==> src/rtl/pkt_pkg.sv <==
// Shared types and width helpers for the packet slot allocator.
package pkt_pkg;

    typedef enum logic {
        RUN   = 1'b0,
        FLUSH = 1'b1
    } state_t;

    // Bits needed to index n items, never less than one.
    function automatic int idx_w(input int n);
        return (n <= 2) ? 1 : $clog2(n);
    endfunction

    // Bits needed to hold a count from 0 to n inclusive.
    function automatic int cnt_w(input int n);
        return idx_w(n) + 1;
    endfunction

endpackage

==> src/rtl/pkt_row_ffs.sv <==
// Lowest-free-slot finder for one row of the occupancy bitmap (0 = free).
module pkt_row_ffs
    import pkt_pkg::*;
#(
    parameter int ROW_SLOTS = 8
)
(
    input  logic [ROW_SLOTS-1:0]          occ,
    output logic                          found,
    output logic [idx_w(ROW_SLOTS)-1:0]   slot
);

    localparam int SLOT_W = idx_w(ROW_SLOTS);

    // Scan downward so the last hit written is the lowest free index.
    always_comb begin
        found = 1'b0;
        slot  = '0;
        for (int i = ROW_SLOTS - 1; i >= 0; i--) begin
            if (!occ[i]) begin
                found = 1'b1;
                slot  = SLOT_W'(i);
            end
        end
    end

endmodule

==> src/rtl/pkt_slot_alloc.sv <==
// Packet slot allocator: bitmap of NUM_ROWS x ROW_SLOTS slots, keyed home row,
// row-per-cycle flush. Define PKT_SLOT_ALLOC_SPILL_EN to spill into later rows.
module pkt_slot_alloc
    import pkt_pkg::*;
#(
    parameter int NUM_ROWS  = 8,
    parameter int ROW_SLOTS = 8,
    parameter int KEY_W     = 16
)
(
    input  logic                                  clk,
    input  logic                                  rst,
    input  logic                                  alloc_valid,
    input  logic [KEY_W-1:0]                      alloc_key,
    output logic                                  alloc_ready,
    output logic                                  rsp_valid,
    output logic                                  rsp_ok,
    output logic [idx_w(NUM_ROWS*ROW_SLOTS)-1:0]  rsp_idx,
    input  logic                                  free_valid,
    input  logic [idx_w(NUM_ROWS*ROW_SLOTS)-1:0]  free_idx,
    input  logic                                  flush,
    output logic [idx_w(NUM_ROWS*ROW_SLOTS):0]    used_cnt
);

    localparam int TOTAL  = NUM_ROWS * ROW_SLOTS;
    localparam int IDX_W  = idx_w(TOTAL);
    localparam int CNT_W  = cnt_w(TOTAL);
    localparam int ROW_W  = idx_w(NUM_ROWS);
    localparam int SLOT_W = idx_w(ROW_SLOTS);

    state_t                 state_reg, state_next;
    logic [ROW_W-1:0]       flush_row_reg, flush_row_next;
    logic [ROW_SLOTS-1:0]   occ_reg  [NUM_ROWS];
    logic [ROW_SLOTS-1:0]   occ_next [NUM_ROWS];
    logic [CNT_W-1:0]       used_cnt_reg, used_cnt_next;
    logic                   alloc_ready_reg;
    logic                   rsp_valid_reg, rsp_ok_reg;
    logic [IDX_W-1:0]       rsp_idx_reg;

    logic                   row_found [NUM_ROWS];
    logic [SLOT_W-1:0]      row_slot  [NUM_ROWS];

    generate
        for (genvar gi = 0; gi < NUM_ROWS; gi++) begin : g_row
            pkt_row_ffs #(.ROW_SLOTS(ROW_SLOTS)) u_ffs (
                .occ   (occ_reg[gi]),
                .found (row_found[gi]),
                .slot  (row_slot[gi])
            );
        end
    endgenerate

    logic [ROW_W-1:0]   home_row, hit_row, cand_row;
    logic [SLOT_W-1:0]  hit_slot;
    logic               hit;
    logic [IDX_W-1:0]   hit_idx;

    assign home_row = alloc_key[ROW_W-1:0];

    always_comb begin
        hit      = 1'b0;
        hit_row  = home_row;
        hit_slot = '0;
        cand_row = home_row;
`ifdef PKT_SLOT_ALLOC_SPILL_EN
        // Walk from the farthest row back to home so the nearest hit wins.
        for (int k = NUM_ROWS - 1; k >= 0; k--) begin
            cand_row = ROW_W'(int'(home_row) + k);
            if (row_found[cand_row]) begin
                hit      = 1'b1;
                hit_row  = cand_row;
                hit_slot = row_slot[cand_row];
            end
        end
`else
        hit      = row_found[home_row];
        hit_slot = row_slot[home_row];
`endif
    end

    assign hit_idx = IDX_W'(int'(hit_row) * ROW_SLOTS + int'(hit_slot));

    logic [ROW_W-1:0]   free_row;
    logic [SLOT_W-1:0]  free_slot;
    logic               free_in_range, free_eff, accept, alloc_do;

    assign free_row      = ROW_W'(int'(free_idx) / ROW_SLOTS);
    assign free_slot     = SLOT_W'(int'(free_idx) % ROW_SLOTS);
    assign free_in_range = int'(free_idx) < TOTAL;
    assign free_eff      = (state_reg == RUN) && free_valid && free_in_range
                           && occ_reg[free_row][free_slot];
    assign accept        = alloc_valid && alloc_ready_reg;
    assign alloc_do      = accept && hit;

    always_comb begin
        state_next     = state_reg;
        flush_row_next = flush_row_reg;
        occ_next       = occ_reg;
        used_cnt_next  = used_cnt_reg;
        if (state_reg == RUN) begin
            // Search above used the pre-free bitmap, so these never collide.
            if (free_eff)
                occ_next[free_row][free_slot] = 1'b0;
            if (alloc_do)
                occ_next[hit_row][hit_slot] = 1'b1;
            used_cnt_next = used_cnt_reg + {{(CNT_W-1){1'b0}}, alloc_do}
                                         - {{(CNT_W-1){1'b0}}, free_eff};
            if (flush) begin
                state_next     = FLUSH;
                flush_row_next = '0;
            end
        end else begin
            occ_next[flush_row_reg] = '0;
            if (flush_row_reg == ROW_W'(NUM_ROWS - 1)) begin
                state_next    = RUN;
                used_cnt_next = '0;
            end else begin
                flush_row_next = flush_row_reg + 1'b1;
            end
        end
    end

    always_ff @(posedge clk or posedge rst) begin
        if (rst) begin
            state_reg       <= RUN;
            flush_row_reg   <= '0;
            for (int r = 0; r < NUM_ROWS; r++)
                occ_reg[r] <= '0;
            used_cnt_reg    <= '0;
            alloc_ready_reg <= 1'b0;
            rsp_valid_reg   <= 1'b0;
            rsp_ok_reg      <= 1'b0;
            rsp_idx_reg     <= '0;
        end else begin
            state_reg       <= state_next;
            flush_row_reg   <= flush_row_next;
            occ_reg         <= occ_next;
            used_cnt_reg    <= used_cnt_next;
            alloc_ready_reg <= (state_next == RUN);
            rsp_valid_reg   <= accept;
            rsp_ok_reg      <= alloc_do;
            rsp_idx_reg     <= alloc_do ? hit_idx : '0;
        end
    end

    assign alloc_ready = alloc_ready_reg;
    assign rsp_valid   = rsp_valid_reg;
    assign rsp_ok      = rsp_ok_reg;
    assign rsp_idx     = rsp_idx_reg;
    assign used_cnt    = used_cnt_reg;

endmodule

==> config.mk <==
export PLATFORM = sky130hd
export DESIGN_NAME = pkt_slot_alloc
export DESIGN_NICKNAME = d
export VERILOG_FILES = /design/src/rtl/pkt_pkg.sv /design/src/rtl/pkt_row_ffs.sv /design/src/rtl/pkt_slot_alloc.sv
export SDC_FILE = /design/constraint.sdc
export NUM_CORES = 1
export LEC_CHECK = 0
export ABC_CLOCK_PERIOD_IN_PS = 3710
export CAP_MARGIN = 20
export CORE_ASPECT_RATIO = 0.75
export CORE_MARGIN = 5
export CORE_UTILIZATION = 25
export CTS_BUF_LIST = sky130_fd_sc_hd__clkbuf_8
export DETAILED_ROUTE_END_ITERATION = 8
export PLACE_DENSITY = 0.49
export SLEW_MARGIN = 25
export SYNTH_ARGS = -nofsm -noshare
export SYNTH_HDL_FRONTEND = slang
export SYNTH_SLANG_ARGS = --single-unit
export TNS_END_PERCENT = 30
==> constraint.sdc <==
create_clock -name clk -period 3.71 [get_ports clk]
set_clock_uncertainty 0.15 [all_clocks]
set_input_delay 0.742 -clock clk [delete_from_list [all_inputs] [get_ports clk]]
set_output_delay 0.742 -clock clk [all_outputs]
set_load 0.03 [all_outputs]
### Yosys cells after proc, flatten, opt, wreduce, memory -nomap -nowiden

Cells that the tools add are included.
Widths: inputs -> output; s select.

* register bits after elaboration: 84
* bits in latches: 0
* memory bits (writable): 0
* bits in read-only memories: 0
* memories: 0

* add/subtract/negate cells: 4
* $mul: 0
* div/mod/pow operators: 0
* $lt $le $gt $ge: 10
* eq/ne operators: 3
* shift-type cells: 0
* muxes and demuxes: 162
* bitwise operators: 10
* reductions and logical operators: 11

Operators with widths (number)
* $mux 64: 4
* $mux 3: 69
* $and 64x64->64: 2
* $not 64->64: 2
* $demux 8 s3: 3
* $mux 1: 72
* $or 64x64->64: 1
* $mux 8: 5
* $bmux 8 s3: 1
* $mux 7: 2
* $ge 4x4->1 const B: 3
* $lt 4x1->1 const B: 3
* $not 3->4: 3
* $bmux 3 s3: 1
* $logic_and 1x1->1: 9
* $lt 3x4->1 const B: 2
* $add 7x1->7: 1
* $sub 7x1->7: 1
* $add 6x3->6: 1
* $bmux 1 s3: 2
* $demux 1 s3: 2
* $ge 3x1->1 const B: 2
* $mux 6: 1
* $add 3x1->3 const B: 1
* 6 further kinds: 7

### Logic depth before layout (Yosys ltp)

* depth after elaboration: 20
* mapped depth: 22
* gate-level depth less buffers: 18

### Hierarchy

A second synthesis with hierarchy kept.

* cell total of the unflattened synthesis: 725
* area, all modules: 5763.0 µm²

Modules (own cells, without submodules)
* pkt_slot_alloc: times used 1, cells each 597, area an instance 5132.4 µm², seq. area each 2102.0 µm²
* pkt_row_ffs: times used 8, cells each 16, area an instance 78.8 µm², seq. area each 0.0 µm²

### Worst setup path after synthesis

OpenSTA, ideal clock, no wires.

* path type: input to register
* start: input free_idx[4]
* end: register used_cnt_reg[6], in the netlist used_cnt[6]
* library setup time: 77 ps
* data arrival time: 4202 ps
* data required time: 3483 ps
* setup slack: -720 ps
* stages: 22
* path buffers: 5
* cell sequence: buf_2 -> buf_4 -> buf_2 -> a221oi_1 -> o22ai_1 -> a22oi_1 -> and4_1 -> buf_4 -> buf_2 -> nor2_1 -> ha_1 -> inv_1 -> ha_1 -> inv_1 -> fa_1 -> nor2b_1 -> o21ai_0 -> a21boi_0 -> o21ai_0 -> and3_1 -> o31a_1 -> a21oi_1

* longest elaborated chain between the ends: 9

RTL lines
* from (decl): line pkt_slot_alloc.sv:20 `input logic [idx_w(NUM_ROWS*ROW_SLOTS)-1:0] free_idx,`
* $not 3->4 (implied by the code): line pkt_slot_alloc.sv:91 `&& occ_reg[free_row][free_slot];`
* $bmux 8 s3: line pkt_slot_alloc.sv:91
* $mux 8 (implied by the code) (2 in series): line pkt_slot_alloc.sv:91
* $bmux 1 s3: line pkt_slot_alloc.sv:91
* $mux 1 (implied by the code): line pkt_slot_alloc.sv:91
* $logic_and 1x1->1: line pkt_slot_alloc.sv:91
* $sub 7x1->7: line pkt_slot_alloc.sv:107 `- {{(CNT_W-1){1'b0}}, free_eff};`
* $mux 7: line pkt_slot_alloc.sv:100 `if (state_reg == RUN) begin`
* to (signal assigned): line pkt_slot_alloc.sv:138 `used_cnt_reg <= used_cnt_next;`
* to (decl): line pkt_slot_alloc.sv:35 `logic [CNT_W-1:0] used_cnt_reg, used_cnt_next;`

Every way passes these cells. The select of a mux whose other input is x is not followed.
A chain may end at the register's enable or synchronous reset.

### Worst setup path after layout

* start: input free_idx[3]
* end: register used_cnt_reg[6], in the netlist used_cnt[6]

Same word-level chain as after synthesis.

==> metrics.csv <==
metric,value,unit
cells after synthesis,688,
WL per Instance,23.21,um
Fin. Hold Viols,0,
Core ar.,23120,um^2
GRT overflow,0,
Final period util,103.1,%
Synth async-reset ratio,100.0,%
Fmax achieved,261.6,MHz
clock power share,17.2,%
port bufs,29,
maximum buffer depth of the clock tree,2,
largest net degree at the start of global routing,47,
main flop type after synthesis,dfrtp_1,
Tightest Pin Transition,0.8742,ns
Routability Congestion,0.9633,
total track usage,19.14,%
setup ws final,-0.1133,ns
Synth cell types,74,
number of synthesized flops with an enable pin,0,
via count,6318,
Ys Warns,0,
Max Slew Vio Count,0,
top cell type's share of synthesized area,35.71,%
most frequent cells after synthesis,"nand2_1 (97), dfrtp_1 (84), nand3_1 (51)",
ANT nets after route,0,
post-synth net total,725,
switching share of power,44.19,%
"Seq/Total Area, Yosys",35.71,%
Psw,1.678,mW
dpl hpwl,19220,um
initial core utilization,25.45,%
first-pass GRT wire length,38760,um
CTS buffer count,9,
combinational share of power,48.7,%
pwr/cell area,480.3,nW/um^2
CP Class,input port to flip-flop,
worst skew pair latency,0.39,ns
post-synthesis register bit count,84,
outcome,finished with violations,
Final Instance Area,7904,um^2
Die Wd,187.2,um
final setup fails,2,
Area contributors post-synth,"dfrtp_1 (36%), nand2_1 (6.2%), nand3_1 (4.3%)",
worst endpoint data arrival time,4.01,ns
vias in the first global route,5902,
Clock transition at path regs,0.10,ns
largest area contributor in the netlist,dfrtp_1,
Area Growth Syn to Fin,34.29,%
Post-Place Setup Slack,-0.9953,ns
Placed Area,7246,um^2
DRT Pass-1 Iters,5,
die height,142.9,um
drt first-iter violations,709,
Mapped Avg Cell Area,8.555,um^2
class of the worst hold path,flip-flop to flip-flop,
top-count cell post-synth,nand2_1,
main combinational cell family by area after synthesis,simple AND/OR/NAND/NOR gates,
initial antenna violation count,0,
leakage,3.229,nW
Synth Area in XOR/XNOR,0.5952,%
Vias/cell,5.702,
WHS,0.4206,ns
RSZ-0062 raised after global routing,true,
highest ir drop seen on vdd,0.2223,mV
mux contribution to synthesized area,1.764,%
Critical Path RT,3.89,ns
Simple-Gate Fraction of Synth Area,27.51,%
Final Critical Period,3.823,ns
I/O pin cnt,43,
adder-cell share of the synthesized area,2.253,%
Filler cells,2402,
die area,26740,um^2
CTS tree,done,
mapped cell area,5886,um^2
max reg flops,64,
number of max-cap violations,0,
final wirelength,25710,um
H-tree depth,3,
register share of total power,34.1,%
CTS Root Cell,clkbuf_8,
Clock Sinks,84,
nets,840,
std cell rows,48,
share of cells above drive strength 1,26.86,%
Ant. Diodes,0,
CP Launch Type,input port,
failing checks,setup timing,
# DRC,0,
internal power,2.119,mW
Slew headroom,41.72,%
Crit. End Element,flip-flop,
Synth Area in Compound Gates,26.28,%
crit path max fanout,8,
## repair_timing
item | in CTS | in global routing
pin swaps | 28 | 23
gates resized for setup | 66 | 37
gates cloned | 0 | 2
setup endpoints to repair | 4 | 2
hold buffers | 0 | 0
buffers inserted | 5 | 5
## worst max-delay path: stages
cell	delay [ns]
buf_12	0.11
buf_8	0.13
and2_4	0.19
a221oi_4	0.27
o22ai_2	0.12
a22oi_2	0.19
and4_1	0.25
nor2_1	0.05
ha_1	0.28
inv_1	0.07
ha_2	0.18
inv_2	0.04
fa_2	0.36
nor2b_1	0.11
o21ai_1	0.09
a21boi_1	0.18
o21ai_1	0.13
and3_1	0.17
o31a_1	0.25
a21oi_2	0.09
## layout make-up
| class | instances | area (um^2) | area share, % |
|---|---|---|---|
| clock buffers | 10 | 137.6 | 1.741 |
| clock inverters | 6 | 47.55 | 0.6016 |
| multi-input cells | 534 | 3799 | 48.06 |
| inverters | 22 | 83.83 | 1.061 |
| repair buffers | 152 | 1359 | 17.19 |
| flip-flops and latches | 84 | 2102 | 26.59 |
| well taps | 300 | 375.4 | 4.749 |
## per-stage QoR
step	power [mW]	utilization, %	setup TNS, ns	instances
floorplan	2.264	-	-0.4285	688
global placement	2.921	31.34	-3.415	1083
detailed placement	2.918	31.34	-4.004	1083
CTS	3.746	33.39	-0.3049	1103
global route	4.035	34.18	-0.4706	1108
finish	3.796	34.18	-0.1838	1108
## per-layer routing
metal  vias to the layer above  track usage [%]  wire length [um]
met1                      3096            29.38             12680
met2                       300            25.53             10050
li1                       2889                -                 -
met5                         -                0                 0
met3                        33            6.549              2674
met4                         0            4.045               314
## final timing paths
check,cells after the start,slack (ns),end,start
min reg2reg,1,0.42,rsp_valid,alloc_ready
min,1,0.42,rsp_valid,alloc_ready
min in group asynchronous,2,0.67,rsp_ok,rst
max reg2reg,18,-0.03,used_cnt[6],occ_reg[21]
max,20,-0.11,used_cnt[6],free_idx[3]
max in group asynchronous,3,2.03,occ_reg[16],rst
## power groups by stage
| stage | clock (mW) | sequential [mW] | combinational [mW] |
|---|---|---|---|
| 3_3_place_gp | 0 | 1.30 | 1.62 |
| 2_1_floorplan | 0 | 1.32 | 0.945 |
| 3_5_place_dp | 0 | 1.29 | 1.63 |
| 5_1_grt | 0.710 | 1.31 | 2.01 |
| 6_report | 0.653 | 1.29 | 1.85 |
| 4_1_cts | 0.679 | 1.28 | 1.78 |
## cell usage in the layout, fill, tap and decap left out, types with 6 or more instances in the layout
cell type,synthesis,routed
nand4_1,24,24
nor2_1,25,23
buf_12,0,7
o21ai_0,10,6
and4_1,10,10
o21ai_1,14,18
nand2_1,97,97
o2111ai_1,8,8
and2_1,10,6
dfrtp_1,84,84
clkbuf_8,0,10
buf_6,4,11
o311ai_1,7,7
o211ai_1,14,14
a21oi_1,36,34
a32oi_1,21,21
nand3_1,51,51
buf_4,9,103
nor2b_1,16,12
a221oi_2,1,11
mux2i_1,7,7
inv_1,21,19
nor4_4,4,8
a31oi_1,26,26
o22ai_1,14,12
a221oi_4,0,6
clkdlybuf4s50_1,0,21
ha_1,9,8
nand2b_1,14,14
nor3_1,12,12
## logic make-up (layout without fill, tap and decap cells)
family	count (synthesis)	after routing
AND/OR/NAND/NOR	296	296
AO/OA/AOI/OAI	214	214
flip-flops	84	84
buffers and inverters	70	190
adder cells (fa/ha/maj)	10	10
multiplexers	10	10
XOR/XNOR	4	4
No activity file was read; power rests on OpenSTA's default activity.
